<file path="src/rtl/mem_arb_pkg.sv">
// Shared types for the unified-memory arbiter.
// Consumed by mem_arb_prio and mem_arbiter.
package mem_arb_pkg;

    typedef enum logic [1:0] {IDLE, ISSUE, WAIT, RESP} arb_state_t;

    typedef enum logic {PORT_IF, PORT_D} arb_port_t;

    localparam logic [3:0] FETCH_BE = 4'hF;

endpackage

</file>
<file path="src/rtl/mem_arb_prio.sv">
// Winner selection between fetch and data ports.
// MEM_ARB_RR_EN selects round-robin instead of data priority + anti-starvation.
module mem_arb_prio
    import mem_arb_pkg::*;
#(
    parameter int STARVE_MAX = 4
) (
    input  logic      clk,
    input  logic      reset,
    input  logic      i_if_req,
    input  logic      i_d_req,
    input  logic      i_grant_fire,
    output arb_port_t o_winner
);

    logic w_both;
    assign w_both = i_if_req && i_d_req;

`ifdef MEM_ARB_RR_EN
    arb_port_t r_last;

    always_comb begin
        o_winner = PORT_IF;
        if (w_both)
            o_winner = (r_last == PORT_IF) ? PORT_D : PORT_IF;
        else if (i_d_req)
            o_winner = PORT_D;
    end

    always_ff @(posedge clk or negedge reset) begin
        if (!reset)
            r_last <= PORT_IF;
        else if (i_grant_fire)
            r_last <= o_winner;
    end
`else
    logic [3:0] r_starve_cnt;
    logic       w_starved;

    assign w_starved = (r_starve_cnt == 4'(STARVE_MAX));

    always_comb begin
        o_winner = PORT_IF;
        if (w_both)
            o_winner = w_starved ? PORT_IF : PORT_D;
        else if (i_d_req)
            o_winner = PORT_D;
    end

    // Counts data grants that left a fetch waiting; saturates at STARVE_MAX.
    always_ff @(posedge clk or negedge reset) begin
        if (!reset)
            r_starve_cnt <= 4'd0;
        else if (i_grant_fire) begin
            if (o_winner == PORT_IF || !i_if_req)
                r_starve_cnt <= 4'd0;
            else if (!w_starved)
                r_starve_cnt <= r_starve_cnt + 4'd1;
        end
    end
`endif

endmodule

</file>
<file path="src/rtl/mem_arbiter.sv">
// Serialises fetch and load/store onto one single-port RAM.
// Optional MEM_ARB_RR_EN: round-robin arbitration on contention.
module mem_arbiter
    import mem_arb_pkg::*;
#(
    parameter int MEM_LAT    = 1,
    parameter int STARVE_MAX = 4
) (
    input  logic        clk,
    input  logic        reset,
    input  logic        if_req,
    input  logic [31:0] if_addr,
    output logic [31:0] if_rdata,
    output logic        if_valid,
    input  logic        d_req,
    input  logic        d_we,
    input  logic [31:0] d_addr,
    input  logic [31:0] d_wdata,
    input  logic [3:0]  d_be,
    output logic [31:0] d_rdata,
    output logic        d_valid,
    output logic        m_en,
    output logic        m_we,
    output logic [31:0] m_addr,
    output logic [31:0] m_wdata,
    output logic [3:0]  m_be,
    input  logic [31:0] m_rdata,
    output logic        stall
);

    arb_state_t r_state;
    arb_port_t  r_port;
    logic [2:0] r_lat_cnt;
    arb_port_t  w_winner;
    logic       w_grant;

    assign w_grant = (r_state == IDLE) && (if_req || d_req);
    assign stall   = (if_req & ~if_valid) | (d_req & ~d_valid);

    mem_arb_prio #(
        .STARVE_MAX(STARVE_MAX)
    ) u_prio (
        .clk         (clk),
        .reset       (reset),
        .i_if_req    (if_req),
        .i_d_req     (d_req),
        .i_grant_fire(w_grant),
        .o_winner    (w_winner)
    );

    always_ff @(posedge clk or negedge reset) begin
        if (!reset) begin
            r_state   <= IDLE;
            r_port    <= PORT_IF;
            r_lat_cnt <= 3'd0;
            m_en      <= 1'b0;
            m_we      <= 1'b0;
            m_addr    <= 32'd0;
            m_wdata   <= 32'd0;
            m_be      <= 4'd0;
            if_valid  <= 1'b0;
            d_valid   <= 1'b0;
            if_rdata  <= 32'd0;
            d_rdata   <= 32'd0;
        end else begin
            m_en     <= 1'b0;
            if_valid <= 1'b0;
            d_valid  <= 1'b0;
            case (r_state)
                IDLE: begin
                    if (w_grant) begin
                        r_state <= ISSUE;
                        r_port  <= w_winner;
                        m_en    <= 1'b1;
                        if (w_winner == PORT_D) begin
                            m_we    <= d_we;
                            m_addr  <= {d_addr[31:2], 2'b00};
                            m_wdata <= d_wdata;
                            m_be    <= d_be;
                        end else begin
                            m_we   <= 1'b0;
                            m_addr <= {if_addr[31:2], 2'b00};
                            m_be   <= FETCH_BE;
                        end
                    end
                end
                ISSUE: begin
                    r_state   <= WAIT;
                    r_lat_cnt <= 3'd1;
                end
                WAIT: begin
                    if (r_lat_cnt == 3'(MEM_LAT)) begin
                        r_state <= RESP;
                        if (r_port == PORT_IF) begin
                            if_rdata <= m_rdata;
                            if_valid <= 1'b1;
                        end else begin
                            if (!m_we)
                                d_rdata <= m_rdata;
                            d_valid <= 1'b1;
                        end
                    end else begin
                        r_lat_cnt <= r_lat_cnt + 3'd1;
                    end
                end
                RESP: r_state <= IDLE;
                default: r_state <= IDLE;
            endcase
        end
    end

endmodule

</file>
<file path="config.mk">
export PLATFORM = sky130hd
export DESIGN_NAME = mem_arbiter
export DESIGN_NICKNAME = d
export VERILOG_FILES = /design/src/rtl/mem_arb_pkg.sv /design/src/rtl/mem_arb_prio.sv /design/src/rtl/mem_arbiter.sv
export SDC_FILE = /design/constraint.sdc
export NUM_CORES = 1
export LEC_CHECK = 0
export CAP_MARGIN = 20
export CORE_AREA = 2 2 118 143
export CTS_CLUSTER_SIZE = 25
export DETAILED_ROUTE_END_ITERATION = 10
export DIE_AREA = 0 0 120 145
export PLACE_DENSITY = 0.89
export SYNTH_ARGS = -nofsm -noshare
export SYNTH_HDL_FRONTEND = slang
export SYNTH_SLANG_ARGS = --single-unit
export TNS_END_PERCENT = 30
</file>
<file path="constraint.sdc">
create_clock -name clk -period 1.7 [get_ports clk]
set_input_delay 0.255 -clock clk [delete_from_list [all_inputs] [get_ports clk]]
set_output_delay 0.255 -clock clk [all_outputs]
set_load 0.05 [all_outputs]
</file>
# Word level (Yosys, flattened, before mapping)
# Index checks and enable logic that the tools add are counted.
# word_totals
reg_bits	146
output_inout_bits	137
elab_cells	67
input_bits	137
# classes
n_eq_ne	9
mux	21
add_sub_neg	2
bitwise	8
n_reduce_logical	14
# op_table
op	n
$mux W32	1
$mux W1	12
$mux W4	3
$pmux W2 S4	1
$reduce_and A2 Y1	4
$ne A2 B2 Y1 const B	3
$pmux W3 S2	1
$reduce_and A3 Y1	2
$not A1 Y1	5
$add A4 B1 Y4 const B	1
$eq A2 B2 Y1 const B	2
$eq A4 B3 Y1 const B	1
$mux W2	2
$reduce_and A4 Y1	1
$add A3 B1 Y3 const B	1
$eq A3 B1 Y1 const B	1
$mux W3	1
$and A1 B1 Y1	2
$eq A2 B1 Y1 const B	1
$logic_and A1 B1 Y1	2
$logic_not A2 Y1	1
$logic_or A1 B1 Y1	2
$ne A2 B1 Y1 const B	1
$reduce_bool A2 Y1	1
2 further kinds	2

# Longest topological paths before layout
# Gate-level depths: netlist of the first run.
# depth
depth_word	7
ltp_mapped	8

# Modules after synthesis
# A second synthesis of the first run with hierarchy kept.
# unflattened
hier_cells	417
hier_area_um2	6067.1
# by_module_without_submodules
mod	area_each_um2	seq_area_each_um2	cells_each	instances
mem_arbiter	5823.1	3503.4	393	1
mem_arb_prio	244.0	100.1	24	1

# Worst setup path before layout of the first run
# Ideal clock, no wire load.
# synth_path
kind	flip-flop to flip-flop
startpoint	reg r_lat_cnt[1]
endpoint	reg if_rdata[10]
path_stages_with_launch	8
setup_slack_ns	-0.037
required_ns	1.575
setup_ns	0.125
period_less_slack_ns	1.737
n_path_buf	2
arrival_ns	1.612
cell_sequence	dfrtp_1 -> inv_1 -> ha_1 -> nand2b_1 -> buf_6 -> nor3b_4 -> buf_6 -> mux2_4
# synth_via
elab_chain_len	2
# synth_lines
item	line	source
from (decl)	mem_arbiter.sv:33	logic [2:0] r_lat_cnt;
from (signal assigned)	mem_arbiter.sv:103	r_lat_cnt <= r_lat_cnt + 3'd1;
$eq A3 B1 Y1	mem_arbiter.sv:92	if (r_lat_cnt == 3'(MEM_LAT)) begin
$reduce_and A3 Y1 (no line)	-	
to (signal assigned)	mem_arbiter.sv:95	if_rdata <= m_rdata;
to (decl)	mem_arbiter.sv:13	output logic [31:0] if_rdata,
# Every way passes these cells.
# A chain may end at the register's enable or synchronous reset.

# Worst setup path after layout of the first run
# layout_path
startpoint	reg r_lat_cnt[1]
endpoint	reg if_rdata[1]
# The elaborated chain is that of the path after synthesis.

==> flow_summary_export.csv, run 1 <==
group,metric,value,unit
clocking,numCtsBuffers,17,
detailed_routing,first_pass_iters,4,
clocking,cts.clk_slew.worst_paths,0.06,ns
power,cellLeakagePower,4.41,nW
placement,hpwlAfterDp,12.0,mm
setup_path,critPathKind,"reg -> reg",
clocking,cts_tree,"built",
final_layout,multi_input_area,2340,µm²
yosys,synthArstFlopShare,100,%
run,cap_violations,0,
detailed_routing,ant_nets,0,
final_layout,regArea,3600,µm²
hold_path,hold_class,"in -> async",
floorplan,die_area,17400,µm²
floorplan,num_io_pins,274,
sta,final_hold_viol_count,0,
placement,io_buffers,267,
sta,finalMaxSlewViolations,0,
clocking,root_buffer,"clkbuf_16",
sta,rsz0062_at_grt,"true",
placement,gp_congestion,0.788,
setup_path,start_kind,"register",
detailed_routing,wl_per_cell,18.4,µm
setup_path,setup.worst_path.end_class,"register",
sta,setup-violations-final,0,
yosys,ys_dominant_reg_cell,"dfrtp_1",
clocking,cts_max_path_buffers,2,
sta,fmax,589,MHz
global_routing,antenna_found_initial,1,
power,ir_drop,1350,µV
yosys,synth_warnings,0,
global_routing,grt_pass1_vias,5079,
clocking,cts_sinks,144,
yosys,synthDistinctLibCells,39,
detailed_routing,finalWirelength,18.0,mm
setup_path,required,2.00,ns
sta,fin_skew,0.0106,ns
yosys,synth_edf_count,0,
sta,fin_crit,1.70,ns
clocking,clk_latency,0.42,ns
yosys,synth_seq_area_share,60.0,%
floorplan,die_h,145,µm
detailed_routing,viasPerCell,5.00,
status,status,"finished, final reports clean",
floorplan,die_x,120,µm
final_layout,nFillCells,1257,
global_routing,grt_max_degree,46,
global_routing,gr-usage-all-layers,19.5,%
setup_path,critPathMaxFanout,17,
global_routing,grt_first_pass_wirelength,26.5,mm
detailed_routing,initialDrtViolationCount,245,
final_layout,layout-drive-gt1-share,42.3,%
power,powerDensity,2450,nW/µm²
floorplan,core_area,16000,µm²
final_layout,nets,895,
yosys,synth-seq-cells,144,
global_routing,gr-total-overflow,0,
final_layout,area_delta_synth_final,62.9,%
clocking,cts_max_level,4,
sta,final.period_utilization,99.9,%
power,finalPower,0.0240,W
detailed_routing,num_vias,4881,
yosys,syn_area,6010,µm²
sta,setup_tns,0,ns
floorplan,start_util,37.5,%
floorplan,rows,51,
detailed_routing,drcViolationCount,0,
yosys,syn_inst,454,
yosys,syn_area_per_cell,13.2,µm²
setup_path,arrival,2.00,ns
-- area by class of cell --
cell class	count	area share (%)
flip-flops and latches	144	36.8
repair buffers	312	29.7
multi-input cells	268	23.9
clock buffers	18	4.49
well taps	212	2.71
clock inverters	14	2.08
inverters	8	0.307
diodes	1	0.0256
-- layout by cell type (no fill, tap or decap), drive strengths merged, types with 4 or more instances in the layout --
cell type | netlist | layout
buf | 19 | 175
bufinv | 0 | 4
clkbuf | 16 | 23
clkdlybuf4s50 | 0 | 129
clkinv | 0 | 4
dfrtp | 144 | 144
ha | 7 | 7
inv | 8 | 12
mux2 | 97 | 97
nand2 | 65 | 65
nand4 | 30 | 30
o211ai | 31 | 31
o22a | 5 | 5
-- power breakdown --
| group | internal (W) | total (W) | switching, W |
|---|---|---|---|
| logic | 0.00514 | 0.0138 | 0.00864 |
| clock network | 0.00252 | 0.00405 | 0.00153 |
| registers | 0.00515 | 0.00619 | 0.00103 |
| total | 0.0128 | 0.0240 | 0.0112 |
-- cells by family (layout without fill, tap and decap cells) --
kind of cell,count (synthesis),in the layout,share of synthesized area (%)
compound gates,47,47,5.87
xor+xnor,2,2,0.291
fa+ha+maj,7,7,1.46
buf+inv,43,352,3.98
flops,144,144,60.0
mux,100,100,19.3
other cells,1,3,0.0624
simple gates,110,110,9.10
-- timing repair --
item                                    4_1_cts  5_1_grt
hold buffers                                  1        0
gates resized for setup                       8       34
buffers inserted                              3        3
pin swaps                                     1        4
endpoints found under the setup margin       95      129
endpoints found under the hold margin        30        0
gates cloned                                  1        6
-- critical path, stage by stage, from the launching register on --
cell	delay, ns
dfrtp_1	0.39
inv_2	0.08
ha_4	0.14
nand2b_4	0.08
nor3b_4	0.21
buf_4	0.15
buf_12	0.15
mux2_2	0.36
-- registers in the layout, indices dropped and copies added, names as in the netlist --
| signal | cells |
|---|---|
| m_be | 4 |
| m_addr | 30 |
| m_wdata | 32 |
| d_valid | 1 |
| r_lat_cnt | 3 |
| d_rdata | 32 |
| r_state | 2 |
| m_we | 1 |
| u_prio.r_starve_cnt | 4 |
| if_valid | 1 |
| r_port | 1 |
| if_rdata | 32 |
| m_en | 1 |
-- synth_stat cells (2+ instances only) --
cell type    n  share of area, %
nand4_1     30               3.1
buf_4        4              0.50
inv_1        7              0.44
mux2_1       2              0.37
dfrtp_1    144                60
mux2_2      85                16
o211ai_1    31               3.9
ha_1         7               1.5
buf_2        8              0.67
o22a_1       5              0.73
nand2_1     65               4.1
nor3_1       2              0.17
clkbuf_1    16               1.0
buf_6        7               1.3
a21oi_1      2              0.17
nor2_1       3              0.19
nand3_1      2              0.17
mux2i_1      3              0.50
mux2_4      10               2.5
o22ai_1      2              0.21
-- per-stage QoR --
stage	setup slack (ns)	util, %	instance area, µm²	std cells	hold WS (ns)
final	0.00191	61.1	9790	977	0.307
after global placement	-0.0994	54.7	8760	930	0.168
after floorplan	-0.0242	-	6030	455	-0.0406
after detailed placement	-0.132	54.7	8760	930	0.169
after global routing	-0.0415	61.1	9790	977	0.325
after CTS	-0.00810	59.3	9490	967	0.296
-- path summary, 6_finish.rpt --
check                                         startpoint                                 end  slack, ns  cells after the start
worst max-delay path            r_lat_cnt[1]$_DFFE_PN0P_             if_rdata[1]$_DFFE_PN0P_      0.002                      7
max in group asynchronous                          reset              m_wdata[7]$_DFFE_PN0P_       0.84                      3
worst min register to register    m_addr[31]$_DFFE_PN0P_              m_addr[31]$_DFFE_PN0P_       0.49                      2
worst max register to register  r_lat_cnt[1]$_DFFE_PN0P_             if_rdata[1]$_DFFE_PN0P_      0.002                      7
worst min-delay path                               reset              d_rdata[7]$_DFFE_PN0P_       0.31                      2
min in group clk                                  if_req  u_prio.r_starve_cnt[1]$_DFFE_PN0P_       0.31                      4
-- routing by layer --
metal	wire length, µm	vias to the layer above	global-route usage [%]
met4	500	0	8.71
met3	1390	39	6.17
met5	0	-	0
met1	6580	2393	20.9
li1	-	2214	-
met2	9510	235	34.5
Power figures use the tool's default switching activity.
==> run 2: changes to the inputs <==
--- a/config.mk
+++ b/config.mk
@@ -6,11 +6,11 @@
 export NUM_CORES = 1
 export LEC_CHECK = 0
 export CAP_MARGIN = 20
-export CORE_AREA = 2 2 118 143
+export CORE_AREA = 2 2 106 160
 export CTS_CLUSTER_SIZE = 25
 export DETAILED_ROUTE_END_ITERATION = 10
-export DIE_AREA = 0 0 120 145
-export PLACE_DENSITY = 0.89
+export DIE_AREA = 0 0 108 162
+export PLACE_DENSITY = 0.88
 export SYNTH_ARGS = -nofsm -noshare
 export SYNTH_HDL_FRONTEND = slang
 export SYNTH_SLANG_ARGS = --single-unit
==> constraint.sdc (replaced) <==
create_clock -name clk -period 1.7 [get_ports clk]
set_input_delay 0.255 -clock clk [delete_from_list [all_inputs] [get_ports clk]]
set_output_delay 0.255 -clock clk [all_outputs]
set_load 0.005 [all_outputs]
==> flow_summary_export.csv, run 2 (synthesized netlist as in run 1, its figures left out) <==
group,metric,value,unit
status,status,"finished, final reports clean",
sta,finalMaxSlewViolations,0,
sta,final_hold_viol_count,0,
final_layout,regArea,3600,µm²
floorplan,core_area,16000,µm²
global_routing,grt_first_pass_wirelength,26.2,mm
hold_path,hold_class,"in -> async",
clocking,cts_max_level,4,
setup_path,reg2reg_slack,0.04,ns
final_layout,reg_top3,"d_rdata x32, if_rdata x32, m_wdata x32",
clocking,cts_tree,"built",
placement,dpl.cell_count,921,
sta,setup-violations-final,0,
placement,place_area,9060,µm²
setup_path,critPathMaxFanout,8,
sta,setup_tns,0,ns
power,p_switching,0.00551,W
final_layout,area_delta_synth_final,65.0,%
final_layout,n_antenna_cell,0,
sta,fin_crit,1.66,ns
sta,fin_skew,0.00899,ns
detailed_routing,num_vias,4796,
power,power_frac_comb,46.7,%
power,swShare,30.2,%
floorplan,die_h,162,µm
sta,fmax,601,MHz
global_routing,grt_max_degree,68,
clocking,numCtsBuffers,17,
power,intPower,0.0127,W
clocking,cts_max_path_buffers,2,
global_routing,gr-usage-all-layers,19.4,%
floorplan,start_util,37.5,%
detailed_routing,drcViolationCount,0,
detailed_routing,finalWirelength,17.8,mm
clocking,cts.clk_slew.worst_paths,0.06,ns
sta,holdWs,0.269,ns
detailed_routing,wl_per_cell,18.4,µm
placement,gp_congestion,0.831,
global_routing,grt_pass1_vias,4946,
setup_path,setup.worst_path.end_class,"register",
final_layout,multi_input_area,2270,µm²
setup_path,critPathKind,"reg -> reg",
detailed_routing,initialDrtViolationCount,254,
placement,hpwlAfterDp,12.1,mm
placement,io_buffers,267,
run,cap_violations,0,
power,p_seq_share,33.1,%
power,ir_drop,880,µV
final_layout,layout_common_cells,"clkdlybuf4s50_1 (265), dfrtp_1 (143), mux2_2 (75), nand2_1 (64), o211ai_1 (31)",
detailed_routing,viasPerCell,4.97,
detailed_routing,first_pass_iters,4,
clocking,root_buffer,"clkbuf_16",
final_layout,nFillCells,1252,
global_routing,gr-total-overflow,0,
setup_path,arrival,1.95,ns
setup_path,start_kind,"register",
power,p_clk_share,20.2,%
floorplan,rows,57,
final_layout,stdcell_count,965,
power,powerDensity,1840,nW/µm²
setup_path,required,1.99,ns
global_routing,antenna_found_initial,0,
final_layout,mostFrequentLayoutCell,"clkdlybuf4s50_1",
final_layout,postLayoutCellArea,9920,µm²
sta,final.period_utilization,97.8,%
detailed_routing,ant_nets,0,
final_layout,nets,890,
clocking,cts_sinks,144,
power,cellLeakagePower,4.13,nW
floorplan,die_x,108,µm
floorplan,die_area,17500,µm²
floorplan,num_io_pins,274,
clocking,clk_latency,0.41,ns
final_layout,layout-drive-gt1-share,24.0,%
run 2: changes by cell type in the layout (fill, tap and decap cells not counted), sizes merged, moves of 2 or more:
cell | before | now
dlymetal6s2s | 2 | 0
clkdlybuf4s50 | 129 | 265
bufinv | 4 | 1
inv | 12 | 16
buf | 175 | 36
run 2: routing by layer:
layer | track usage (%) | wire, µm
met5 | 0 | 0
met2 | 35.8 | 9980
met3 | 4.49 | 950
met4 | 7.23 | 464
met1 | 21.4 | 6380
run 2: stage by stage:
stage	power (W)	util, %	worst slack (ns)
after CTS	0.0180	60.4	0.00190
after global routing	0.0193	61.8	-0.0160
after floorplan	0.00945	-	-0.0242
after detailed placement	0.0141	56.4	-0.142
after global placement	0.0139	56.4	-0.140
final	0.0183	61.8	0.0372
run 2: worst paths after layout:
kind                                             start                      end  cells past startpoint
worst max register to register  r_state[0]$_DFFE_PN0P_  d_rdata[13]$_DFFE_PN0P_                      7
worst min register to register  d_rdata[7]$_DFFE_PN0P_   d_rdata[7]$_DFFE_PN0P_                      1
min in group clk                           if_addr[25]   m_addr[25]$_DFFE_PN0P_                      3
max in group asynchronous                        reset         m_we$_DFFE_PN0P_                      3
worst max-delay path            r_state[0]$_DFFE_PN0P_  d_rdata[13]$_DFFE_PN0P_                      7
worst min-delay path                             reset   d_rdata[4]$_DFFE_PN0P_                      2
run 2: worst max-delay path, cell delays in order, from the launching register on:
cell     delay [ns]
dfrtp_1        0.39
inv_2          0.09
ha_4           0.14
nand2_2        0.06
nor3_4         0.22
buf_6          0.15
buf_8          0.15
mux2_2         0.34
run 2: power groups by stage:
stage | combinational, W | clock [W] | sequential (W)
final | 0.00853 | 0.00369 | 0.00604
after CTS | 0.00821 | 0.00379 | 0.00603
after global placement | 0.00785 | 0 | 0.00600
after global routing | 0.00916 | 0.00393 | 0.00627
after floorplan | 0.00328 | 0 | 0.00617
after detailed placement | 0.00806 | 0 | 0.00607
run 2: timing repair:
action | 4_1_cts | 5_1_grt
setup buffers | 1 | 4
cloned | 1 | 5
pin swaps | 1 | 2
hold endpoints to repair | 22 | 0
setup endpoints to repair | 65 | 98
hold buffers | 1 | 0
resized for setup | 3 | 23
run 2: final cells by class:
type                            instances  area share, %
Sequential cell                       144           36.4
Timing Repair Buffer                  307           31.9
Multi-Input combinational cell        268           22.9
Clock buffer                           18           4.43
Tap cell                              206           2.60
Clock inverter                         14           1.46
Inverter                                8          0.303
==> run 3: changes to the inputs <==
--- a/config.mk
+++ b/config.mk
@@ -10,7 +10,9 @@
 export CTS_CLUSTER_SIZE = 25
 export DETAILED_ROUTE_END_ITERATION = 10
 export DIE_AREA = 0 0 108 162
+export GPL_ROUTABILITY_DRIVEN = 0
 export PLACE_DENSITY = 0.88
+export RECOVER_POWER = 100
 export SYNTH_ARGS = -nofsm -noshare
 export SYNTH_HDL_FRONTEND = slang
 export SYNTH_SLANG_ARGS = --single-unit
==> flow_summary_export.csv, run 3 (synthesized netlist as in run 1, its figures left out) <==
group,metric,value,unit
clocking,cts_max_path_buffers,2,
detailed_routing,viasPerCell,4.97,
final_layout,layout-drive-gt1-share,23.8,%
sta,setup_tns,0,ns
power,powerDensity,1840,nW/µm²
setup_path,arrival,1.95,ns
placement,hpwlAfterDp,12.1,mm
setup_path,crit_buf_inv,3,
setup_path,critPathMaxFanout,8,
setup_path,required,1.99,ns
power,power_frac_comb,46.7,%
detailed_routing,drcViolationCount,0,
sta,max_slew_margin,43.0,%
clocking,cts_max_level,4,
final_layout,reg_top3,"d_rdata x32, if_rdata x32, m_wdata x32",
sta,setup-violations-final,0,
sta,fin_crit,1.66,ns
sta,finalMaxSlewViolations,0,
power,p_switching,0.00550,W
floorplan,num_io_pins,274,
clocking,cts_sinks,144,
setup_path,crit_path_max_incr_delay,0.39,ns
floorplan,die_h,162,µm
global_routing,antenna_found_initial,0,
setup_path,crit_family,"flip-flops",
global_routing,gr-total-overflow,0,
global_routing,grt_pass1_vias,4946,
placement,dpl.cell_count,921,
run,cap_violations,0,
floorplan,die_x,108,µm
global_routing,grt_first_pass_wirelength,26.2,mm
power,p_seq_share,33.1,%
global_routing,gr-usage-all-layers,19.4,%
sta,tightest_slew,0.855,ns
floorplan,rows,57,
power,p_clk_share,20.2,%
power,cellLeakagePower,4.12,nW
clocking,numCtsBuffers,17,
detailed_routing,first_pass_iters,4,
sta,final_hold_viol_count,0,
setup_path,worst_path_max_delay_cell,"dfrtp_1",
setup_path,start_kind,"register",
clocking,cts.clk_slew.worst_paths,0.06,ns
floorplan,start_util,37.5,%
setup_path,crit_chain,"inv_2 -> ha_4 -> nand2_2 -> nor3_4 -> buf_6 -> buf_8 -> mux2_2",
sta,fmax,601,MHz
detailed_routing,ant_nets,0,
final_layout,mostFrequentLayoutCell,"clkdlybuf4s50_1",
detailed_routing,initialDrtViolationCount,254,
detailed_routing,finalWirelength,17.8,mm
final_layout,stdcell_count,965,
final_layout,nets,890,
clocking,cts_tree,"built",
final_layout,final_util,61.6,%
final_layout,layout_common_cells,"clkdlybuf4s50_1 (265), dfrtp_1 (143), mux2_2 (75), nand2_1 (64), o211ai_1 (31)",
clocking,root_buffer,"clkbuf_16",
final_layout,postLayoutCellArea,9890,µm²
floorplan,core_area,16000,µm²
power,swShare,30.2,%
sta,fin_skew,0.00902,ns
floorplan,die_area,17500,µm²
detailed_routing,num_vias,4798,
detailed_routing,wl_per_cell,18.4,µm
placement,place_area,9060,µm²
sta,final.period_utilization,97.8,%
final_layout,area_delta_synth_final,64.5,%
power,intPower,0.0127,W
hold_path,hold_class,"in -> async",
sta,setup_ws,0.0371,ns
power,ir_drop,879,µV
placement,io_buffers,267,
placement,pre_cts_ws,-0.142,ns
final_layout,n_antenna_cell,0,
clocking,clk_latency,0.41,ns
setup_path,setup.worst_path.end_class,"register",
status,status,"finished, final reports clean",
setup_path,critPathKind,"reg -> reg",
global_routing,grt_max_degree,68,
==> run 3: changes by cell type in the layout (fill, tap and decap cells not counted), sizes merged <==
cell,before,now
clkbuf,22,24
buf,36,34
==> run 3: worst paths after layout <==
check | startpoint | cells after the start | slack (ns) | end
max | r_state[0]$_DFFE_PN0P_ | 7 | 0.04 | d_rdata[13]$_DFFE_PN0P_
min in group clk | if_addr[25] | 3 | 0.41 | m_addr[25]$_DFFE_PN0P_
min reg2reg | d_rdata[7]$_DFFE_PN0P_ | 1 | 0.48 | d_rdata[7]$_DFFE_PN0P_
max in group asynchronous | reset | 3 | 0.28 | m_we$_DFFE_PN0P_
max reg2reg | r_state[0]$_DFFE_PN0P_ | 7 | 0.04 | d_rdata[13]$_DFFE_PN0P_
min | reset | 2 | 0.26 | d_rdata[4]$_DFFE_PN0P_
==> run 3: power by group through the flow <==
stage	Sequential, W	Combinational, W	Clock (W)
2_1_floorplan	0.00617	0.00328	0
3_5_place_dp	0.00607	0.00806	0
4_1_cts	0.00603	0.00821	0.00379
6_report	0.00604	0.00851	0.00369
3_3_place_gp	0.00600	0.00785	0
5_1_grt	0.00627	0.00914	0.00393
==> run 3: timing repair <==
item | CTS | global route
pin swaps | 1 | 2
buffers inserted | 1 | 4
hold buffers | 1 | 0
gates resized for setup | 3 | 23
cloned | 1 | 5
setup endpoints to repair | 65 | 98
hold endpoints to repair | 22 | 0
==> run 3: per-stage QoR <==
step,total power [W],hold slack [ns]
3_3_place_gp,0.0139,0.123
2_1_floorplan,0.00945,-0.0406
5_1_grt,0.0193,0.267
6_report,0.0182,0.258
3_5_place_dp,0.0141,0.128
4_1_cts,0.0180,0.258
==> run 3: worst register-to-register path, delay by kind of cell (launching register included) <==
kind          cells  cell delay, ns
flops             1            0.39
buf+inv           3            0.39
mux               1            0.34
simple gates      2            0.28
fa+ha+maj         1            0.15
==> run 3: routing by layer <==
layer  routed length (µm)  vias to the layer above  track usage, %  share of wire, %
met4                  464                        0            7.23               2.6
met2                 9980                      192            35.8                56
li1                     -                     2213               -                 -
met3                  950                       32            4.49               5.3
met5                    0                        -               0                 0
met1                 6380                     2361            21.4                36
==> run 3: area by class of cell <==
class	instances	area, µm²
Fill cell	1256	6160
Sequential cell	144	3600
Timing Repair Buffer	307	3140
Multi-Input combinational cell	268	2270
Clock buffer	18	439
Tap cell	206	258
Clock inverter	14	145
Inverter	8	30.0
